## config.mk

```make
export PLATFORM = sky130hd
export DESIGN_NAME = sdm_xbar_reg_flat
export DESIGN_NICKNAME = d
export VERILOG_FILES = /design/src/rtl/sdm_xbar_reg_if.sv /design/src/rtl/sdm_xbar_reg.sv /design/src/flat_wrapper.sv
export SDC_FILE = /design/constraint.sdc
export NUM_CORES = 1
export LEC_CHECK = 0
export CAP_MARGIN = 20
export CORE_MARGIN = 1.5
export CORE_UTILIZATION = 25
export DETAILED_ROUTE_END_ITERATION = 16
export PLACE_DENSITY = 0.53
export SYNTH_ARGS = -nofsm -noshare
export SYNTH_HDL_FRONTEND = slang
export SYNTH_SLANG_ARGS = --single-unit
```

## constraint.sdc

```tcl
create_clock -name clk -period 2.4 [get_ports clk]
set_clock_uncertainty 0.2 [all_clocks]
set_input_delay 0.36 -clock clk [delete_from_list [all_inputs] [get_ports clk]]
set_output_delay 0.36 -clock clk [all_outputs]
set_load 0.02 [all_outputs]
```

## src/rtl/sdm_xbar_reg_if.sv

```systemverilog
// sdm_xbar_reg_if: crossbar data, handshake and connection-request bundle
interface sdm_xbar_reg_if #(parameter int NN = 2, parameter int MN = 3, parameter int DW = 8);
   logic [NN*DW-1:0] in_data;
   logic [NN-1:0]    in_vld;
   logic [NN-1:0]    in_eof;
   logic [NN-1:0]    in_rdy;
   logic [MN*DW-1:0] out_data;
   logic [MN-1:0]    out_vld;
   logic [MN-1:0]    out_eof;
   logic [MN-1:0]    out_rdy;
   logic [MN*NN-1:0] cfg;
   logic [MN-1:0]    lock;
   logic [MN-1:0]    cfg_err;
   modport master (output in_data, in_vld, in_eof, out_rdy, cfg,
                   input in_rdy, out_data, out_vld, out_eof, lock, cfg_err);
   modport slave (input in_data, in_vld, in_eof, out_rdy, cfg,
                  output in_rdy, out_data, out_vld, out_eof, lock, cfg_err);
endinterface

```

## src/rtl/sdm_xbar_reg.sv

```systemverilog
// sdm_xbar_reg: wormhole NN->MN crossbar with per-output locked connection and registered output stage
module sdm_xbar_reg #(parameter int NN = 2, parameter int MN = 3, parameter int DW = 8) (
   input logic clk,
   input logic rst_n,
   sdm_xbar_reg_if.slave x
);
   localparam int SW = NN > 1 ? $clog2(NN) : 1;
   logic [MN-1:0] busy, grant, load, req_err;
   logic [SW-1:0] sel [MN];
   logic [SW-1:0] pick [MN];
   logic [NN-1:0] held, rdy, claim;
   assign x.lock = busy;
   assign x.in_rdy = rdy;
   always_comb begin
      held = '0;
      rdy = '0;
      for (int i = 0; i < MN; i++)
         if (busy[i]) begin
            held[sel[i]] = 1'b1;
            rdy[sel[i]] = rdy[sel[i]] | ~x.out_vld[i] | x.out_rdy[i];
         end
   end
   // lower-indexed idle requesters claim their input first, even if they are themselves rejected
   always_comb begin
      claim = '0;
      grant = '0;
      req_err = '0;
      load = '0;
      for (int i = 0; i < MN; i++) begin
         pick[i] = '0;
         for (int j = 0; j < NN; j++)
            if (x.cfg[i*NN+j]) pick[i] = SW'(j);
         grant[i] = ~busy[i] & $onehot(x.cfg[i*NN +: NN]) & ~held[pick[i]] & ~claim[pick[i]];
         req_err[i] = ~busy[i] & (|x.cfg[i*NN +: NN]) & ~grant[i];
         if (~busy[i] & $onehot(x.cfg[i*NN +: NN])) claim[pick[i]] = 1'b1;
         load[i] = busy[i] & x.in_vld[sel[i]] & (~x.out_vld[i] | x.out_rdy[i]);
      end
   end
   always_ff @(posedge clk or negedge rst_n)
      if (!rst_n) begin
         busy <= '0;
         for (int i = 0; i < MN; i++) sel[i] <= '0;
         x.out_vld <= '0;
         x.out_eof <= '0;
         x.out_data <= '0;
         x.cfg_err <= '0;
      end else begin
         for (int i = 0; i < MN; i++) begin
            if (grant[i]) begin
               busy[i] <= 1'b1;
               sel[i] <= pick[i];
            end else if (load[i] & x.in_eof[sel[i]]) busy[i] <= 1'b0;
            if (load[i]) begin
               x.out_data[i*DW +: DW] <= x.in_data[sel[i]*DW +: DW];
               x.out_eof[i] <= x.in_eof[sel[i]];
               x.out_vld[i] <= 1'b1;
            end else if (x.out_rdy[i]) x.out_vld[i] <= 1'b0;
         end
         x.cfg_err <= req_err;
      end
endmodule
```

## src/flat_wrapper.sv

```systemverilog
// flat-port wrapper written by rule: the top's interface ports become plain ports
module sdm_xbar_reg_flat 
#(parameter int NN = 2, parameter int MN = 3, parameter int DW = 8)
  (clk, rst_n, x_in_data, x_in_vld, x_in_eof, x_out_rdy, x_cfg, x_in_rdy, x_out_data, x_out_vld, x_out_eof, x_lock, x_cfg_err);
  sdm_xbar_reg_if #(.NN(NN), .MN(MN), .DW(DW)) x_i ();
  input logic clk;
  input logic rst_n;
  input wire logic [$bits(x_i.in_data)-1:0] x_in_data;
  input wire logic [$bits(x_i.in_vld)-1:0] x_in_vld;
  input wire logic [$bits(x_i.in_eof)-1:0] x_in_eof;
  input wire logic [$bits(x_i.out_rdy)-1:0] x_out_rdy;
  input wire logic [$bits(x_i.cfg)-1:0] x_cfg;
  output wire logic [$bits(x_i.in_rdy)-1:0] x_in_rdy;
  output wire logic [$bits(x_i.out_data)-1:0] x_out_data;
  output wire logic [$bits(x_i.out_vld)-1:0] x_out_vld;
  output wire logic [$bits(x_i.out_eof)-1:0] x_out_eof;
  output wire logic [$bits(x_i.lock)-1:0] x_lock;
  output wire logic [$bits(x_i.cfg_err)-1:0] x_cfg_err;
  assign x_i.in_data = x_in_data;
  assign x_i.in_vld = x_in_vld;
  assign x_i.in_eof = x_in_eof;
  assign x_i.out_rdy = x_out_rdy;
  assign x_i.cfg = x_cfg;
  assign x_in_rdy = x_i.in_rdy;
  assign x_out_data = x_i.out_data;
  assign x_out_vld = x_i.out_vld;
  assign x_out_eof = x_i.out_eof;
  assign x_lock = x_i.lock;
  assign x_cfg_err = x_i.cfg_err;
  sdm_xbar_reg #(.NN(NN), .MN(MN), .DW(DW)) u_core (.clk(clk), .rst_n(rst_n), .x(x_i));
endmodule
```

==> impl_metrics.ini, run 1 <==
[routing]
drt-initial-drc-count = 70
drt-pass1-iter-count = 4
ant_nets = 0
viasPerCell = 4.23
finalWirelength_um = 5280
drc = 0
wl_met1_um = 2560
dr.max_layer_used = met4
vias = 1616
wl_met2_um = 2490
wl_met3_um = 206
post_drt_wl_per_cell_um = 13.8

[sta]
finalCritPeriodShare_pct = 92.3
setup-violations-final = 0
final-hold-violation-count = 0
tightest_slew_ps = 643
hold_ws_ps = 286
rsz0062_at_grt = false
fin_crit_ps = 2210
final-max-slew-violation-count = 0
slew_headroom_pct = 57.1
fmax_ghz = 0.452

[critical_path]
cp.required_ps = 1840
cpPeakStageDelay_ps = 400
worst-path-buf-inv = 2
cp-start-kind = primary input
ff2ff_path_depth = 4
cp-end-kind = output pin
path_depth = 6
path_max_fanout = 4
crit_type = primary input to output pin
crit_chain = clkdlybuf4s50_1 > nand2b_1 > nand2_1 > o22ai_1 > a31o_2 > dlygate4sd2_1
crit_path_top_delay_cell = clkdlybuf4s50_1
crit_family = buffers and inverters
arrival_ps = 1650

[synth]
synth_seq_cells = 39
yosysSeqAreaShare_pct = 49.3
avgSynthCellArea_um2 = 9.85
yosysWarnings = 0
synthTopCellsByArea = dfrtp_1 (49%), mux2i_1 (14%), nand2_1 (6.8%)
synth_top_area_cell = dfrtp_1
yosysTopAreaCellShare_pct = 49.3
synthesis.area_um2 = 1980
synth.distinct_cells = 32
syn_nets = 235
synthesis.instances = 201

[placed_design]
io_buffer_count = 68
gp_congestion = 0.804
hpwl_um = 4100

[clock_tree]
clk_path_buf_depth = 2
clock_sinks = 39
root_buffer = clkbuf_8
cts_tree = done
numCtsBuffers = 5
post_cts.repair.setup_buffers = 0
htree_levels = 2
clk_pin_slew_ps = 70
clk_latency_ps = 290

[layout]
drive_gt1_share_pct = 10.0
finish.utilization_pct = 37.9
fin_nets = 313
diodes = 0
syn_to_final_growth_pct = 47.3

[grt]
grt_pass1_wl_um = 8350
overflow = 0
antenna_found_initial = 0
grt_max_degree = 40
grtUsageTotal_pct = 12.8
grt_pass1_vias = 1593

[pwr]
p_total_w = 0.00383
power_density_nw_per_um2 = 1310
p_leak_nw = 1.35
vdd_drop_max_uv = 333

[floorplan]
ioPinCount = 69
initial_core_util_pct = 25.7
fp.dieArea_um2 = 8460
design.core.area_um2 = 7690
die_w_um = 92.0
num_rows = 32
die_y_um = 92.0

[status]
status = complete, no violations

[run]
cap_violations = 0

[worst_hold_path]
hold_path_depth = 2
hp-class = register to register
## flip-flops by register name, indices dropped and copies added, names as in the netlist
name / flops
u_core.x.lock: 3
u_core.x.out_vld: 3
u_core.x.out_data: 24
u_core.sel: 3
u_core.x.out_eof: 3
u_core.x.cfg_err: 3
## synth_stat cells
cell type	count
o31ai_1	1
nand2b_1	5
o21ai_0	27
inv_1	8
o22ai_1	2
a22o_1	1
nor3_1	2
dfrtp_1	39
a21oi_1	3
o2111a_1	1
a31o_2	1
a221o_1	1
nand3b_1	1
a222oi_1	1
nor2_1	7
mux2_2	3
nand2_1	36
nor4b_4	1
clkbuf_1	2
mux2i_1	27
ha_1	3
buf_6	1
or2_2	1
o21a_1	2
buf_2	7
o21ai_1	2
buf_1	2
nand3_1	6
a21o_1	2
o41ai_1	1
nor2b_1	4
o211ai_1	1
## through the flow
| stage | cells | setup TNS (ps) | cell area [um2] | worst slack (ps) |
|---|---|---|---|---|
| global route | 382 | 0 | 2920 | 44.6 |
| CTS | 382 | 0 | 2920 | 155 |
| floorplan | 201 | 0 | 1980 | 467 |
| finish | 382 | 0 | 2920 | 185 |
| global placement | 373 | -138 | 2830 | -120 |
| detailed placement | 373 | -112 | 2830 | -109 |
## kinds of logic after synthesis
family	after synthesis	share of synthesized area [%]
multiplexers	30	15.4
flip-flops	39	49.3
AO/OA/AOI/OAI	46	13.9
adder cells (fa/ha/maj)	3	1.90
buffers and inverters	20	4.61
AND/OR/NAND/NOR	63	14.9
## layer usage
metal | vias to the layer above | track usage, %
met2 | 31 | 19.9
li1 | 853 | -
met4 | 0 | 3.85
met5 | - | 0
met1 | 730 | 17.5
met3 | 2 | 2.90
## cells in the final DEF, fill, tap and decap left out, types with 3 or more instances in the layout
master / netlist / final
ha_1: 3 / 3
inv_1: 8 / 8
nand2_1: 36 / 36
mux2i_1: 27 / 27
nor2_1: 7 / 7
nand3_1: 6 / 6
mux2_2: 3 / 3
a21oi_1: 3 / 3
clkdlybuf4s50_1: 0 / 65
buf_4: 0 / 14
o21ai_0: 27 / 27
nor2b_1: 4 / 4
dfrtp_1: 39 / 38
clkbuf_8: 0 / 5
nand2b_1: 5 / 5
## where the power goes
part | switching (W) | internal (W)
Sequential | 0.000245 | 0.000977
Clock | 0.000218 | 0.000204
Combinational | 0.00114 | 0.00105
Total | 0.00160 | 0.00223
## final cells by class
cell class              instances  area (um2)
repair buffers                 83         788
multi-input cells             142         912
flip-flops and latches         39         977
inverters                       8        30.0
fillers                       801        4770
well taps                     102         128
clock buffers                   7        76.3
clock inverters                 1        5.00
## worst min-delay path: stages (launching register included)
cell,delay (ps)
dfrtp_1,350
nand2_1,50
o21ai_0,60
## what timing repair did
action,in CTS,in global routing
setup endpoints to repair,2,0
hold buffers,1,0
hold endpoints to repair,39,0
gates resized for setup,3,0
## final timing paths
check,startpoint,endpoint,slack [ps]
worst max-delay path,x_out_rdy[2],x_in_rdy[0],190
worst min-delay path,u_core.x.out_data[4],u_core.x.out_data[4],290
worst max register to register,u_core.sel[0],u_core.x.cfg_err[2],330
worst min register to register,u_core.x.out_data[4],u_core.x.out_data[4],290
max in group asynchronous,rst_n,u_core.sel[2],1150
min in group asynchronous,rst_n,u_core.x.out_data[22],470
Note: power is estimated with default switching activity, not from simulation.
==> run 2, diff against run 1 <==
SKIP_CTS_REPAIR_TIMING = 1   (was default)
==> run 2 against run 1 <==
Net effect: setup slack gained 120 ps; core utilization grew 0.13 points; first-iteration DRC count shrank 2.9%; highest routed layer unchanged; total power grew 0.44%; combinational power is essentially flat; largest cell class unchanged; sequential power is essentially flat.
==> impl_metrics.ini, run 2 (synthesized netlist as in run 1, its figures left out) <==
[status]
status = complete, no violations

[floorplan]
die_w_um = 92.0
fp.dieArea_um2 = 8460
initial_core_util_pct = 25.7
design.core.area_um2 = 7690
die_y_um = 92.0
num_rows = 32
ioPinCount = 69

[sta]
finalCritPeriodShare_pct = 87.3
setup-violations-final = 0
tightest_slew_ps = 656
final-max-slew-violation-count = 0
fin_crit_ps = 2090
fmax_ghz = 0.477
slew_headroom_pct = 56.3
rsz0062_at_grt = false
final-hold-violation-count = 0

[worst_hold_path]
hp-class = register to register

[routing]
vias = 1619
post_drt_wl_per_cell_um = 13.8
drc = 0
drt-initial-drc-count = 68
viasPerCell = 4.24
finalWirelength_um = 5270
drt-pass1-iter-count = 4
ant_nets = 0

[clock_tree]
clock_sinks = 39
htree_levels = 2
root_buffer = clkbuf_8
clk_pin_slew_ps = 70
cts_tree = done
clk_latency_ps = 290
clk_path_buf_depth = 2
numCtsBuffers = 5

[placed_design]
gp_congestion = 0.804
io_buffer_count = 68
dp.cells = 373
place_area_um2 = 2830
hpwl_um = 4100

[pwr]
netSwitchingPower_w = 0.00160
clockPowerShare_pct = 11.0
p_int_w = 0.00225
p_leak_nw = 1.36
swShare_pct = 41.5
power_density_nw_per_um2 = 1320
seq_power_share_pct = 31.8
comb_power_share_pct = 57.3
vdd_drop_max_uv = 333

[critical_path]
cp-start-kind = primary input
cp-end-kind = output pin
crit_type = primary input to output pin
path_max_fanout = 4
arrival_ps = 1530
regToRegSetupSlack_ps = 320
cp.required_ps = 1840

[run]
cap_violations = 0

[layout]
finalInstanceArea_um2 = 2930
fin_cells = 382
final_cell_mix = clkdlybuf4s50_1 (65), dfrtp_1 (38), nand2_1 (36)
largest_reg_flops = 24
drive_gt1_share_pct = 10.4
fin_nets = 313
syn_to_final_growth_pct = 47.9
mostFrequentLayoutCell = clkdlybuf4s50_1
diodes = 0
regMostFlops = u_core.x.out_data

[grt]
grtUsageTotal_pct = 12.7
overflow = 0
antenna_found_initial = 0
grt_pass1_vias = 1587
grt_pass1_wl_um = 8330
grt_max_degree = 40
-- run 2: cell types whose count changed in the layout (fill, tap and decap cells not counted) --
cell            change
dlymetal6s2s_1      +2
dlygate4sd2_1       -2
nand2b_2            +1
nand2b_1            -1
-- run 2: layer usage --
metal / up-vias / part of all wire (%) / track usage (%)
met4: 0 / 0.53 / 3.85
met3: 2 / 3.9 / 2.90
met2: 31 / 47 / 19.8
met5: - / 0 / 0
met1: 732 / 48 / 17.6
li1: 854 / - / -
-- run 2: critical path, stage by stage --
cell and delay, ps:
clkdlybuf4s50_1 400, nand2b_2 210, nand2_1 80, o22ai_1 70, a31o_2 210, dlymetal6s2s_1 200
-- run 2: area by class of cell --
| type | count | area, um2 |
|---|---|---|
| Clock inverter | 1 | 5.00 |
| Fill cell | 799 | 4760 |
| Timing Repair Buffer | 83 | 796 |
| Clock buffer | 7 | 76.3 |
| Sequential cell | 39 | 977 |
| Inverter | 8 | 30.0 |
| Tap cell | 102 | 128 |
| Multi-Input combinational cell | 142 | 915 |
-- run 2: path summary, 6_finish.rpt --
check                                           from               endpoint  cells after the start
worst max-delay path                    x_out_rdy[2]            x_in_rdy[0]                      6
worst min register to register  u_core.x.out_data[4]   u_core.x.out_data[4]                      2
worst max register to register         u_core.sel[0]    u_core.x.cfg_err[2]                      4
worst min-delay path            u_core.x.out_data[4]   u_core.x.out_data[4]                      2
min in group asynchronous                      rst_n  u_core.x.out_data[22]                      3
max in group asynchronous                      rst_n          u_core.sel[2]                      3
-- run 2: power groups by stage --
stage	Clock [W]	Sequential, W	Combinational (W)
floorplan	0	0.00149	0.000980
global placement	0	0.00124	0.00222
detailed placement	0	0.00124	0.00223
CTS	0.000443	0.00123	0.00224
global route	0.000469	0.00128	0.00239
finish	0.000422	0.00122	0.00220
-- run 2: through the flow --
stage | power, W | setup WS, ps | hold slack [ps] | TNS (ps) | utilization [%]
6_report | 0.00385 | 306 | 286 | 0 | 38.1
5_1_grt | 0.00414 | 221 | 311 | 0 | 38.1
4_1_cts | 0.00391 | -121 | -60.6 | -139 | 37.8
3_5_place_dp | 0.00347 | -109 | 255 | -112 | 36.8
3_3_place_gp | 0.00345 | -120 | 256 | -138 | 36.8
2_1_floorplan | 0.00247 | 467 | -136 | 0 | -
==> edit: new RTL, config.mk and constraints of run 1 <==
`DW` is set to 8 in 3 places; all go to 12.
--- a/src/rtl/sdm_xbar_reg_if.sv
+++ b/src/rtl/sdm_xbar_reg_if.sv
@@ -1,5 +1,5 @@
 // sdm_xbar_reg_if: crossbar data, handshake and connection-request bundle
-interface sdm_xbar_reg_if #(parameter int NN = 2, parameter int MN = 3, parameter int DW = 8);
+interface sdm_xbar_reg_if #(parameter int NN = 2, parameter int MN = 3, parameter int DW = 12);
    logic [NN*DW-1:0] in_data;
    logic [NN-1:0]    in_vld;
    logic [NN-1:0]    in_eof;
--- a/src/rtl/sdm_xbar_reg.sv
+++ b/src/rtl/sdm_xbar_reg.sv
@@ -1,5 +1,5 @@
 // sdm_xbar_reg: wormhole NN->MN crossbar with per-output locked connection and registered output stage
-module sdm_xbar_reg #(parameter int NN = 2, parameter int MN = 3, parameter int DW = 8) (
+module sdm_xbar_reg #(parameter int NN = 2, parameter int MN = 3, parameter int DW = 12) (
    input logic clk,
    input logic rst_n,
    sdm_xbar_reg_if.slave x
--- a/src/flat_wrapper.sv
+++ b/src/flat_wrapper.sv
@@ -1,6 +1,6 @@
 // flat-port wrapper written by rule: the top's interface ports become plain ports
 module sdm_xbar_reg_flat 
-#(parameter int NN = 2, parameter int MN = 3, parameter int DW = 8)
+#(parameter int NN = 2, parameter int MN = 3, parameter int DW = 12)
   (clk, rst_n, x_in_data, x_in_vld, x_in_eof, x_out_rdy, x_cfg, x_in_rdy, x_out_data, x_out_vld, x_out_eof, x_lock, x_cfg_err);
   sdm_xbar_reg_if #(.NN(NN), .MN(MN), .DW(DW)) x_i ();
   input logic clk;
Ports: changed (resized x_in_data and x_out_data); port bits go from 69 to 89. No check against the original RTL was run, so the function may have changed too.
==> edit against run 1 <==
  * Worst setup slack worse by 0.018 ns
  * Sequential cell count is 12 higher
  * Design area is 27% higher
  * Synthesized area is 27% higher
  * Wire length is 36% higher
  * Total power is 28% higher
  * First-iteration DRC count is 16% higher
  * Critical path type unchanged
==> edit: results <==
{
  "grtUsageTotal": 0.1386,
  "place_inst": 469,
  "slowest_delay_ns": 0.45,
  "holdCritPathClass": "register to register",
  "ys_seq_area_frac": 0.5062,
  "wl_per_cell_um": 15.05,
  "largest_reg_flops": 36,
  "synth_area_per_cell_um2": 10.00,
  "grt_max_degree": 52,
  "run_status": "completed",
  "grt_pass1_vias": 2083,
  "drtIter0Drc": 81,
  "place_hpwl_mm": 5.455,
  "ir_drop_mv": 0.3692,
  "synth_area_leaders": "dfrtp_1 (51%), mux2i_1 (15%), nand2_1 (7.1%), o21ai_0 (5.6%), o21ai_1 (2.6%)",
  "crit_arrival_ns": 1.67,
  "io_buffers": 88,
  "viasPerCell": 4.320,
  "synth.distinct_cells": 34,
  "grt_pass1_wl_mm": 11.08,
  "place.gp.congestion": 0.8191,
  "synth_commonest_cells": "dfrtp_1 (51), nand2_1 (48), mux2i_1 (39), o21ai_0 (28), o21ai_1 (13)",
  "routed_wl_mm": 7.193,
  "nNetsFinal": 386,
  "layout-drive-gt1-share": 0.06957
}
## edit: path summary, 6_finish.rpt
path,cells past startpoint,slack (ns),to,from
max,6,0.17,x_in_rdy[0],x_out_rdy[2]
min,2,0.29,u_core.x.out_data[8]$_DFFE_PN0P_,u_core.x.out_data[8]$_DFFE_PN0P_
max reg2reg,4,0.34,u_core.x.cfg_err[2]$_DFF_PN0_,u_core.x.lock[2]$_DFFE_PN0P_
min reg2reg,2,0.29,u_core.x.out_data[8]$_DFFE_PN0P_,u_core.x.out_data[8]$_DFFE_PN0P_
max in group asynchronous,3,1.39,u_core.x.cfg_err[1]$_DFF_PN0_,rst_n
min in group asynchronous,3,0.37,u_core.x.out_vld[0]$_DFFE_PN0P_,rst_n
## edit: worst max-delay path: cells and delay by family
family | cells | cell delay (ns)
AO/OA/AOI/OAI | 2 | 0.29
buffers and inverters | 2 | 0.77
AND/OR/NAND/NOR | 2 | 0.26
## edit: routing by layer
metal / part of all wire / vias up / global-route usage
met5: 0 / - / 0
met1: 0.48 / 971 / 0.1987
met4: 0.011 / 0 / 0.04054
li1: - / 1050 / -
met2: 0.46 / 38 / 0.2086
met3: 0.044 / 6 / 0.03159
## edit: timing repair
action | CTS | global route
gates resized for setup | 2 | 0
hold buffers | 1 | 0
setup endpoints to repair | 2 | 0
endpoints found under the hold margin | 51 | 0
setup buffers | 0 | 0
## edit: stage by stage
step | setup TNS (ns) | hold slack [ns] | worst slack (ns) | power [mW]
5_1_grt | 0 | 0.3122 | 0.06291 | 5.287
3_3_place_gp | -0.1405 | 0.1780 | -0.1303 | 4.434
3_5_place_dp | -0.1275 | 0.1781 | -0.1275 | 4.463
4_1_cts | 0 | 0.2994 | 0.1392 | 4.985
6_report | 0 | 0.2891 | 0.1674 | 4.909
2_1_floorplan | 0 | -0.1356 | 0.4651 | 3.180
## edit: power breakdown
| group | internal (mW) | switching [mW] | leakage (nW) |
|---|---|---|---|
| Combinational | 1.32 | 1.49 | 1.02 |
| Clock | 0.236 | 0.287 | 0.0474 |
| Sequential | 1.27 | 0.304 | 0.627 |
| Total | 2.83 | 2.08 | 1.69 |
## edit: final cells by class
class	instances	area, um^2
timing repair buffer	100	991.0
multi-input combinational	178	1129
clock inverter	2	16.27
inverter	8	30.03
fill	1000	6083
clock buffer	6	82.58
tap	133	166.4
sequential	51	1276
## edit: kinds of logic (layout without fill, tap and decap cells)
group | after synthesis | after routing | share of synthesized area
AO/OA/AOI/OAI | 58 | 58 | 0.1330
buffers and inverters | 23 | 116 | 0.04615
multiplexers | 42 | 42 | 0.1682
AND/OR/NAND/NOR | 75 | 75 | 0.1315
adder cells (fa/ha/maj) | 3 | 3 | 0.01489
flip-flops | 51 | 51 | 0.5062
